$ cat config.mk
export PLATFORM = sky130hd
export DESIGN_NAME = btn_debounce
export DESIGN_NICKNAME = d
export VERILOG_FILES = /design/src/rtl/btn_pkg.sv /design/src/rtl/btn_sync.sv /design/src/rtl/btn_debounce.sv
export SDC_FILE = /design/constraint.sdc
export NUM_CORES = 1
export LEC_CHECK = 0
export ABC_AREA = 0
export CORE_MARGIN = 10
export CORE_UTILIZATION = 35
export DETAILED_ROUTE_END_ITERATION = 8
export PLACE_DENSITY = 0.59
export SLEW_MARGIN = 20
export SYNTH_ARGS = -nofsm -noshare
export SYNTH_HDL_FRONTEND = slang
export SYNTH_HIERARCHICAL = 1
export SYNTH_SLANG_ARGS = --single-unit
$ cat constraint.sdc
create_clock -name i_clk -period 2 [get_ports i_clk]
set_clock_uncertainty 0.15 [all_clocks]
set_input_delay 0.4 -clock i_clk [delete_from_list [all_inputs] [get_ports i_clk]]
set_output_delay 0.4 -clock i_clk [all_outputs]
set_load 0.1 [all_outputs]
$ cat src/rtl/btn_pkg.sv
// Shared types and default timing constants for the push-button front end.
package btn_pkg;

  typedef enum logic [1:0] {ST_LO, ST_CHK_HI, ST_HI, ST_CHK_LO} btn_state_t;

  localparam int CLK_HZ               = 50_000_000;
  localparam int DEBOUNCE_MS          = 10;
  localparam int DEBOUNCE_CYCLES_DFLT = (CLK_HZ / 1000) * DEBOUNCE_MS;
  localparam int LONG_CYCLES_DFLT     = CLK_HZ;

endpackage

$ cat src/rtl/btn_sync.sv
// STAGES-deep synchroniser for an asynchronous level; flops reset to RST_VAL.
module btn_sync #(
  parameter int   STAGES  = 2,
  parameter logic RST_VAL = 1'b1
) (
  input  logic i_clk,
  input  logic i_rst_n,
  input  logic i_d,
  output logic o_q
);

  logic [STAGES-1:0] sync_q;

  always_ff @(posedge i_clk or negedge i_rst_n) begin
    if (!i_rst_n) begin
      sync_q <= {STAGES{RST_VAL}};
    end else begin
      sync_q <= {sync_q[STAGES-2:0], i_d};
    end
  end

  assign o_q = sync_q[STAGES-1];

endmodule

$ cat src/rtl/btn_debounce.sv
// Push-button front end: synchronise, debounce, emit clean level and rise/fall strobes.
// Define BTN_LONGPRESS_EN to add the o_long hold strobe.
module btn_debounce
  import btn_pkg::*;
#(
  parameter int DEBOUNCE_CYCLES = DEBOUNCE_CYCLES_DFLT,
  parameter int SYNC_STAGES     = 2,
  parameter int BTN_ACTIVE_LOW  = 1,
  parameter int LONG_CYCLES     = LONG_CYCLES_DFLT
) (
  input  logic i_clk,
  input  logic i_rst_n,
  input  logic i_btn_raw,
  output logic o_btn,
  output logic o_pos,
`ifdef BTN_LONGPRESS_EN
  output logic o_long,
`endif
  output logic o_neg
);

  localparam logic ACT_LO = (BTN_ACTIVE_LOW != 0);
  localparam int   CNT_W  = $clog2(DEBOUNCE_CYCLES + 1);
  localparam logic [CNT_W-1:0] CNT_MAX = CNT_W'(DEBOUNCE_CYCLES);

  if (DEBOUNCE_CYCLES < 1 || SYNC_STAGES < 2 || LONG_CYCLES < 1) begin : g_bad_param
    $error("btn_debounce: DEBOUNCE_CYCLES/LONG_CYCLES must be >= 1, SYNC_STAGES >= 2");
  end

  logic sync_q;
  logic s;

  btn_sync #(
    .STAGES  (SYNC_STAGES),
    .RST_VAL (ACT_LO)
  ) u_sync (
    .i_clk   (i_clk),
    .i_rst_n (i_rst_n),
    .i_d     (i_btn_raw),
    .o_q     (sync_q)
  );

  assign s = sync_q ^ ACT_LO;

  btn_state_t       state_q, state_d;
  logic [CNT_W-1:0] cnt_q, cnt_d;
  logic             btn_q, btn_d;
  logic             pos_q, pos_d;
  logic             neg_q, neg_d;

`ifdef BTN_LONGPRESS_EN
  localparam int HOLD_W = $clog2(LONG_CYCLES + 1);
  localparam logic [HOLD_W-1:0] HOLD_MAX = HOLD_W'(LONG_CYCLES);
  localparam logic [HOLD_W-1:0] HOLD_PRE = HOLD_W'(LONG_CYCLES - 1);
  logic [HOLD_W-1:0] hold_q, hold_d;
  logic              long_q, long_d;
`endif

  always_comb begin
    state_d = state_q;
    cnt_d   = cnt_q;
    btn_d   = btn_q;
    pos_d   = 1'b0;
    neg_d   = 1'b0;
    case (state_q)
      ST_LO: begin
        if (s) begin
          state_d = ST_CHK_HI;
          cnt_d   = CNT_W'(1);
        end
      end
      ST_CHK_HI: begin
        if (!s) begin
          state_d = ST_LO;
          cnt_d   = '0;
        end else if (cnt_q == CNT_MAX) begin
          state_d = ST_HI;
          cnt_d   = '0;
          btn_d   = 1'b1;
          pos_d   = 1'b1;
        end else begin
          cnt_d = cnt_q + 1'b1;
        end
      end
      ST_HI: begin
        if (!s) begin
          state_d = ST_CHK_LO;
          cnt_d   = CNT_W'(1);
        end
      end
      ST_CHK_LO: begin
        if (s) begin
          state_d = ST_HI;
          cnt_d   = '0;
        end else if (cnt_q == CNT_MAX) begin
          state_d = ST_LO;
          cnt_d   = '0;
          btn_d   = 1'b0;
          neg_d   = 1'b1;
        end else begin
          cnt_d = cnt_q + 1'b1;
        end
      end
      default: begin
        state_d = ST_LO;
        cnt_d   = '0;
      end
    endcase

`ifdef BTN_LONGPRESS_EN
    // Hold time is measured from o_pos; saturation prevents a second strobe.
    hold_d = hold_q;
    long_d = 1'b0;
    if (pos_d) begin
      hold_d = '0;
    end else if ((state_q == ST_HI || state_q == ST_CHK_LO) && hold_q != HOLD_MAX) begin
      hold_d = hold_q + 1'b1;
      long_d = (hold_q == HOLD_PRE);
    end
`endif
  end

  always_ff @(posedge i_clk or negedge i_rst_n) begin
    if (!i_rst_n) begin
      state_q <= ST_LO;
      cnt_q   <= '0;
      btn_q   <= 1'b0;
      pos_q   <= 1'b0;
      neg_q   <= 1'b0;
`ifdef BTN_LONGPRESS_EN
      hold_q  <= '0;
      long_q  <= 1'b0;
`endif
    end else begin
      state_q <= state_d;
      cnt_q   <= cnt_d;
      btn_q   <= btn_d;
      pos_q   <= pos_d;
      neg_q   <= neg_d;
`ifdef BTN_LONGPRESS_EN
      hold_q  <= hold_d;
      long_q  <= long_d;
`endif
    end
  end

  assign o_btn = btn_q;
  assign o_pos = pos_q;
  assign o_neg = neg_q;
`ifdef BTN_LONGPRESS_EN
  assign o_long = long_q;
`endif

endmodule

## Word-level counts from Yosys, hierarchy flattened

Index checks and enable logic that the tools add are counted.

- Flip-flop bits (word level): 26
- Input bits: 3
- Output and inout port bits: 3
- Word-level logic and storage cells: 47

- Add/subtract/negate cells: 1
- Eq/ne operators: 12
- Muxes and demuxes: 23
- Reductions and logical operators: 5

Operator list:

| kind | count |
|---|---|
| two-way mux 19 bit | 5 |
| case mux 19 bit (4 select lines) | 1 |
| adder 19 x 1 -> 19 bit, second input constant | 1 |
| equality test 19 bit, second input constant | 1 |
| two-way mux 2 bit | 6 |
| two-way mux 1 bit | 9 |
| != test 2 bit, second input constant | 4 |
| case mux 2 bit (4 select lines) | 1 |
| AND reduction 5 bit | 1 |
| equality test 2 bit, second input constant | 2 |
| != test 2 x 1 -> 1 bit, second input constant | 2 |
| AND reduction 4 bit | 1 |
| != test 3 x 2 -> 1 bit, second input constant | 1 |
| != test 3 bit, second input constant | 1 |
| equality test 2 x 1 -> 1 bit, second input constant | 1 |
| zero test 2 bit | 1 |
| case mux 1 bit (2 select lines) | 1 |
| AND reduction 2 bit | 1 |
| nonzero test 2 bit | 1 |

## Logic depth before layout (Yosys ltp)

- Depth after elaboration: 4
- Mapped depth: 7
- Depth with buffers taken out: 6

## By module

The synthesis kept the hierarchy.

Modules (own cells, without submodules):

| module | times used | cells each | area an instance (um^2) | sequential area each (um^2) |
|---|---|---|---|---|
| btn_debounce | 1 | 145 | 1306.3 | 600.6 |
| btn_sync | 1 | 2 | 52.6 | 52.6 |

## Worst setup path after synthesis

No wires, ideal clock.

- Path type: reg2reg
- Start point: register cnt_q[10]
- End point: register cnt_q[5]
- Library setup time: 126 ps
- Arrival time: 1672 ps
- Required time: 1724 ps
- Setup slack: 52 ps
- Stages on the path, launching flop included: 7
- Path buffers: 1
- Period minus slack after synthesis: 1948 ps
- Path through: dfrtp_1 -> or4b_4 -> nor3_4 -> a21o_2 -> buf_6 -> nor2_1 -> a221o_1

- Cells in the longest elaborated chain, start to end: 4
- Elaborated cells between the ends (all ways): 5
- Those cells by class: eq/ne: 1; mux: 4

RTL lines:

| item | line | text |
|---|---|---|
| start: declaration | btn_debounce.sv:46 | `logic [CNT_W-1:0] cnt_q, cnt_d;` |
| start signal: assignment | btn_debounce.sv:136 | `cnt_q <= cnt_d;` |
| equality test 19 bit (*) | btn_debounce.sv:76, btn_debounce.sv:95 |  |
| two-way mux 19 bit (*) | btn_debounce.sv:76, btn_debounce.sv:95 |  |
| two-way mux 19 bit (on tied branches) | btn_debounce.sv:92, btn_debounce.sv:73 |  |
| case mux 19 bit (4 select lines) (*) | btn_debounce.sv:65 | `case (state_q)` |

Mark *: on every way between the ends. The rest lies on a longest branch, timed or not.
A chain may end at the register's enable or synchronous reset.

## Worst setup path after layout

- Start point: register cnt_q[12]
- End point: register cnt_q[5]

The elaborated chain is that of the path after synthesis.

==> impl_metrics.env <==
export IMPL_grt_overflow_total=0
export IMPL_first_iter_violations=79
export IMPL_setup_viol_count_final=12
export IMPL_min_path_type="register to register"
export IMPL_grt_pass1_vias=1138
export IMPL_muxShareOfSynthArea_pct=1.47
export IMPL_cts_tree="done"
export IMPL_avgRoutedWirePerCell_um=15.4
export IMPL_p_comb_share_pct=28.9
export IMPL_vias_per_cell=5.58
export IMPL_synth_nets=152
export IMPL_fmax_mhz=485
export IMPL_die_h_um=82.3
export IMPL_fin_cells=223
export IMPL_cap_viol_max_count=0
export IMPL_ys_seq_elements=26
export IMPL_start_util_pct=36.6
export IMPL_die_w_um=82.3
export IMPL_worstHoldPathCells=0
export IMPL_drtAntennaViolNets=0
export IMPL_final_common_cell="dfrtp_1"
export IMPL_slew_viol_final=0
export IMPL_firstDrtPassIters=4
export IMPL_hold_ws_ns=0.212
export IMPL_seq_power_share_pct=41.3
export IMPL_yosysWarnings=6
export IMPL_post_route_period_util_pct=103
export IMPL_setup_tns_ns=-0.294
export IMPL_switching_share_pct=30.5
export IMPL_grt_pass1_wl_um=5200
export IMPL_ff2ff_path_depth=6
export IMPL_core_area_sq_um=3720
export IMPL_cts_inserted_buffers=3
export IMPL_synth_fa_ha_area_share_pct=1.84
export IMPL_cp_required_ns=2.01
export IMPL_clk_pin_slew_worst_paths_ns=0.09
export IMPL_dpl_cell_area_sq_um=1600
export IMPL_htree_levels=1
export IMPL_cp_max_fo=5
export IMPL_clock_latency_ns=0.28
export IMPL_power_leakage_nw=0.757
export IMPL_start_kind="register"
export IMPL_antenna_cells=0
export IMPL_synth_cells=147
export IMPL_die_area_sq_um=6770
export IMPL_synthFlopType="dfrtp_1"
export IMPL_pwr_share_clk_pct=29.9
export IMPL_grtUsageTotal_pct=9.56
export IMPL_rows=22
export IMPL_p_switching_mw=0.449
export IMPL_synth_simple_gate_area_share_pct=25.6
export IMPL_synth_edff_count=0
export IMPL_synth_area_leaders="dfrtp_1, nand3_1, o21ai_0"
export IMPL_gp_congestion=0.833
export IMPL_endpoint_kind="register"
export IMPL_io_pins=6
export IMPL_ys_types=41
export IMPL_grt_max_degree=27
export IMPL_async_reset_ff_share_pct=100
export IMPL_synth_compound_area_share_pct=17.1
export IMPL_synth_top_family_by_area="simple AND/OR/NAND/NOR gates"
export IMPL_avgSynthCellArea_sq_um=9.24
export IMPL_clk_path_buf_depth=2
export IMPL_drc_errors=0
export IMPL_area_growth_pct=34.1
export IMPL_setup_slack_ns=-0.0610
export IMPL_crit_arrival_ns=2.08
export IMPL_syn_area_sq_um=1360
export IMPL_synth_seq_area_share_pct=48.1
export IMPL_intPower_mw=1.02
export IMPL_numPortBuffers=5
export IMPL_vias=1244
export IMPL_pwr_density_cell_nw_per_um2=809
export IMPL_peakVddDrop_mv=0.373
export IMPL_nNetsFinal=181
export IMPL_antenna_found_initial=0
export IMPL_final_area_sq_um=1820
export IMPL_clkSinkCount=26
export IMPL_wirelength_um=3430
export IMPL_root_buffer="clkbuf_8"
export IMPL_tightest_slew_ns=0.647
export IMPL_drive_gt1_share_pct=32.0
export IMPL_maxSlewHeadroom_pct=56.8
export IMPL_violations="setup timing"
export IMPL_hold_violations=0
export IMPL_place_hpwl_um=2150
export IMPL_synth_top_area_share_pct=44.2
export IMPL_period_needed_ns=2.06
export IMPL_status="finished, violations left"
export IMPL_synthXorXnorAreaFrac_pct=1.29
export IMPL_rsz0062_at_grt="true"
export IMPL_power_total_mw=1.47
export IMPL_final_cell_mix="dfrtp_1, buf_4, nand2_1"
export IMPL_yosys_area_top_type="dfrtp_1"
export IMPL_placed_cells=212
export IMPL_worstSetupPathType="register to register"
cells in the mapped netlist, types with 2 or more instances:
library cell / n
nand3_1: 12
nor4_1: 3
a22o_1: 2
o21ai_0: 12
inv_1: 9
mux2i_1: 2
dfstp_2: 2
nor3_1: 6
buf_2: 2
nor2b_1: 2
or3_1: 5
nand4_1: 5
dfrtp_1: 24
o21ai_1: 2
and4_1: 2
nand2_1: 12
a21o_1: 2
ha_1: 2
a31oi_1: 3
nor2_1: 8
a21oi_1: 10
worst paths after layout:
kind / startpoint / endpoint / slack (ns)
setup / recovery: cnt_q[12]$_DFFE_PN0P_ / cnt_q[5]$_DFFE_PN0P_ / -0.06
hold / removal: u_sync/sync_q[0]$_DFF_PN1_ / u_sync/sync_q[1]$_DFF_PN1_ / 0.21
setup reg to reg: cnt_q[12]$_DFFE_PN0P_ / cnt_q[5]$_DFFE_PN0P_ / -0.06
hold reg to reg: u_sync/sync_q[0]$_DFF_PN1_ / u_sync/sync_q[1]$_DFF_PN1_ / 0.21
max in group asynchronous: i_rst_n / u_sync/sync_q[0]$_DFF_PN1_ / 1.07
min in group asynchronous: i_rst_n / cnt_q[6]$_DFFE_PN0P_ / 0.34
what timing repair did:
action	in CTS	in global routing
endpoints found under the setup margin	1	19
gates cloned	0	2
resized for setup	1	29
pin swaps	1	8
buffers inserted	1	4
hold buffers	0	0
power groups by stage:
stage	clock network, mW	logic, mW	registers [mW]
after floorplan	0	0.199	0.604
after global placement	0	0.298	0.615
after CTS	0.457	0.314	0.606
final	0.440	0.426	0.608
after global routing	0.487	0.477	0.614
after detailed placement	0	0.301	0.616
registers in the layout, indices dropped and copies added (netlist names), named ones only:
register       cells
cnt_q             19
o_btn              1
o_neg              1
o_pos              1
state_q            1
u_sync/sync_q      2
critical path: stages, from the launching register on:
cell and delay [ns]:
dfrtp_1 0.39, or4b_4 0.55, nor3_4 0.23, buf_6 0.16, a21o_4 0.17, nor2_2 0.04
a221o_1 0.26
metal layers:
layer  global-route usage [%]  up-vias  part of all wire, %
met3                     2.05        7                  4.6
met2                     15.9       35                   50
met1                     11.8      603                   43
met5                        0        -                    0
li1                         -      599                    -
met4                     3.57        0                  2.3
cells by family (layout without fill, tap and decap cells):
group | count (synthesis) | in the layout
AO/OA/AOI/OAI | 38 | 40
XOR/XNOR | 2 | 2
adder cells (fa/ha/maj) | 2 | 2
buffers and inverters | 14 | 40
flip-flops | 26 | 26
multiplexers | 2 | 2
AND/OR/NAND/NOR | 63 | 63
through the flow:
| stage | util [%] | setup slack [ns] |
|---|---|---|
| finish | 49.0 | -0.0610 |
| floorplan | - | 0.0516 |
| CTS | 45.3 | -0.0161 |
| detailed placement | 43.0 | 0.00289 |
| global route | 49.0 | -0.152 |
| global placement | 43.0 | 0.00227 |
area by class of cell:
class / count / area (sq um)
clock buffer: 3 / 41.3
inverter: 9 / 33.8
fill: 328 / 1890
timing repair buffer: 27 / 264
multi-input combinational: 109 / 737
sequential: 26 / 656
tap: 48 / 60.1
clock inverter: 1 / 30.0
(Power assumes the default switching activity.)
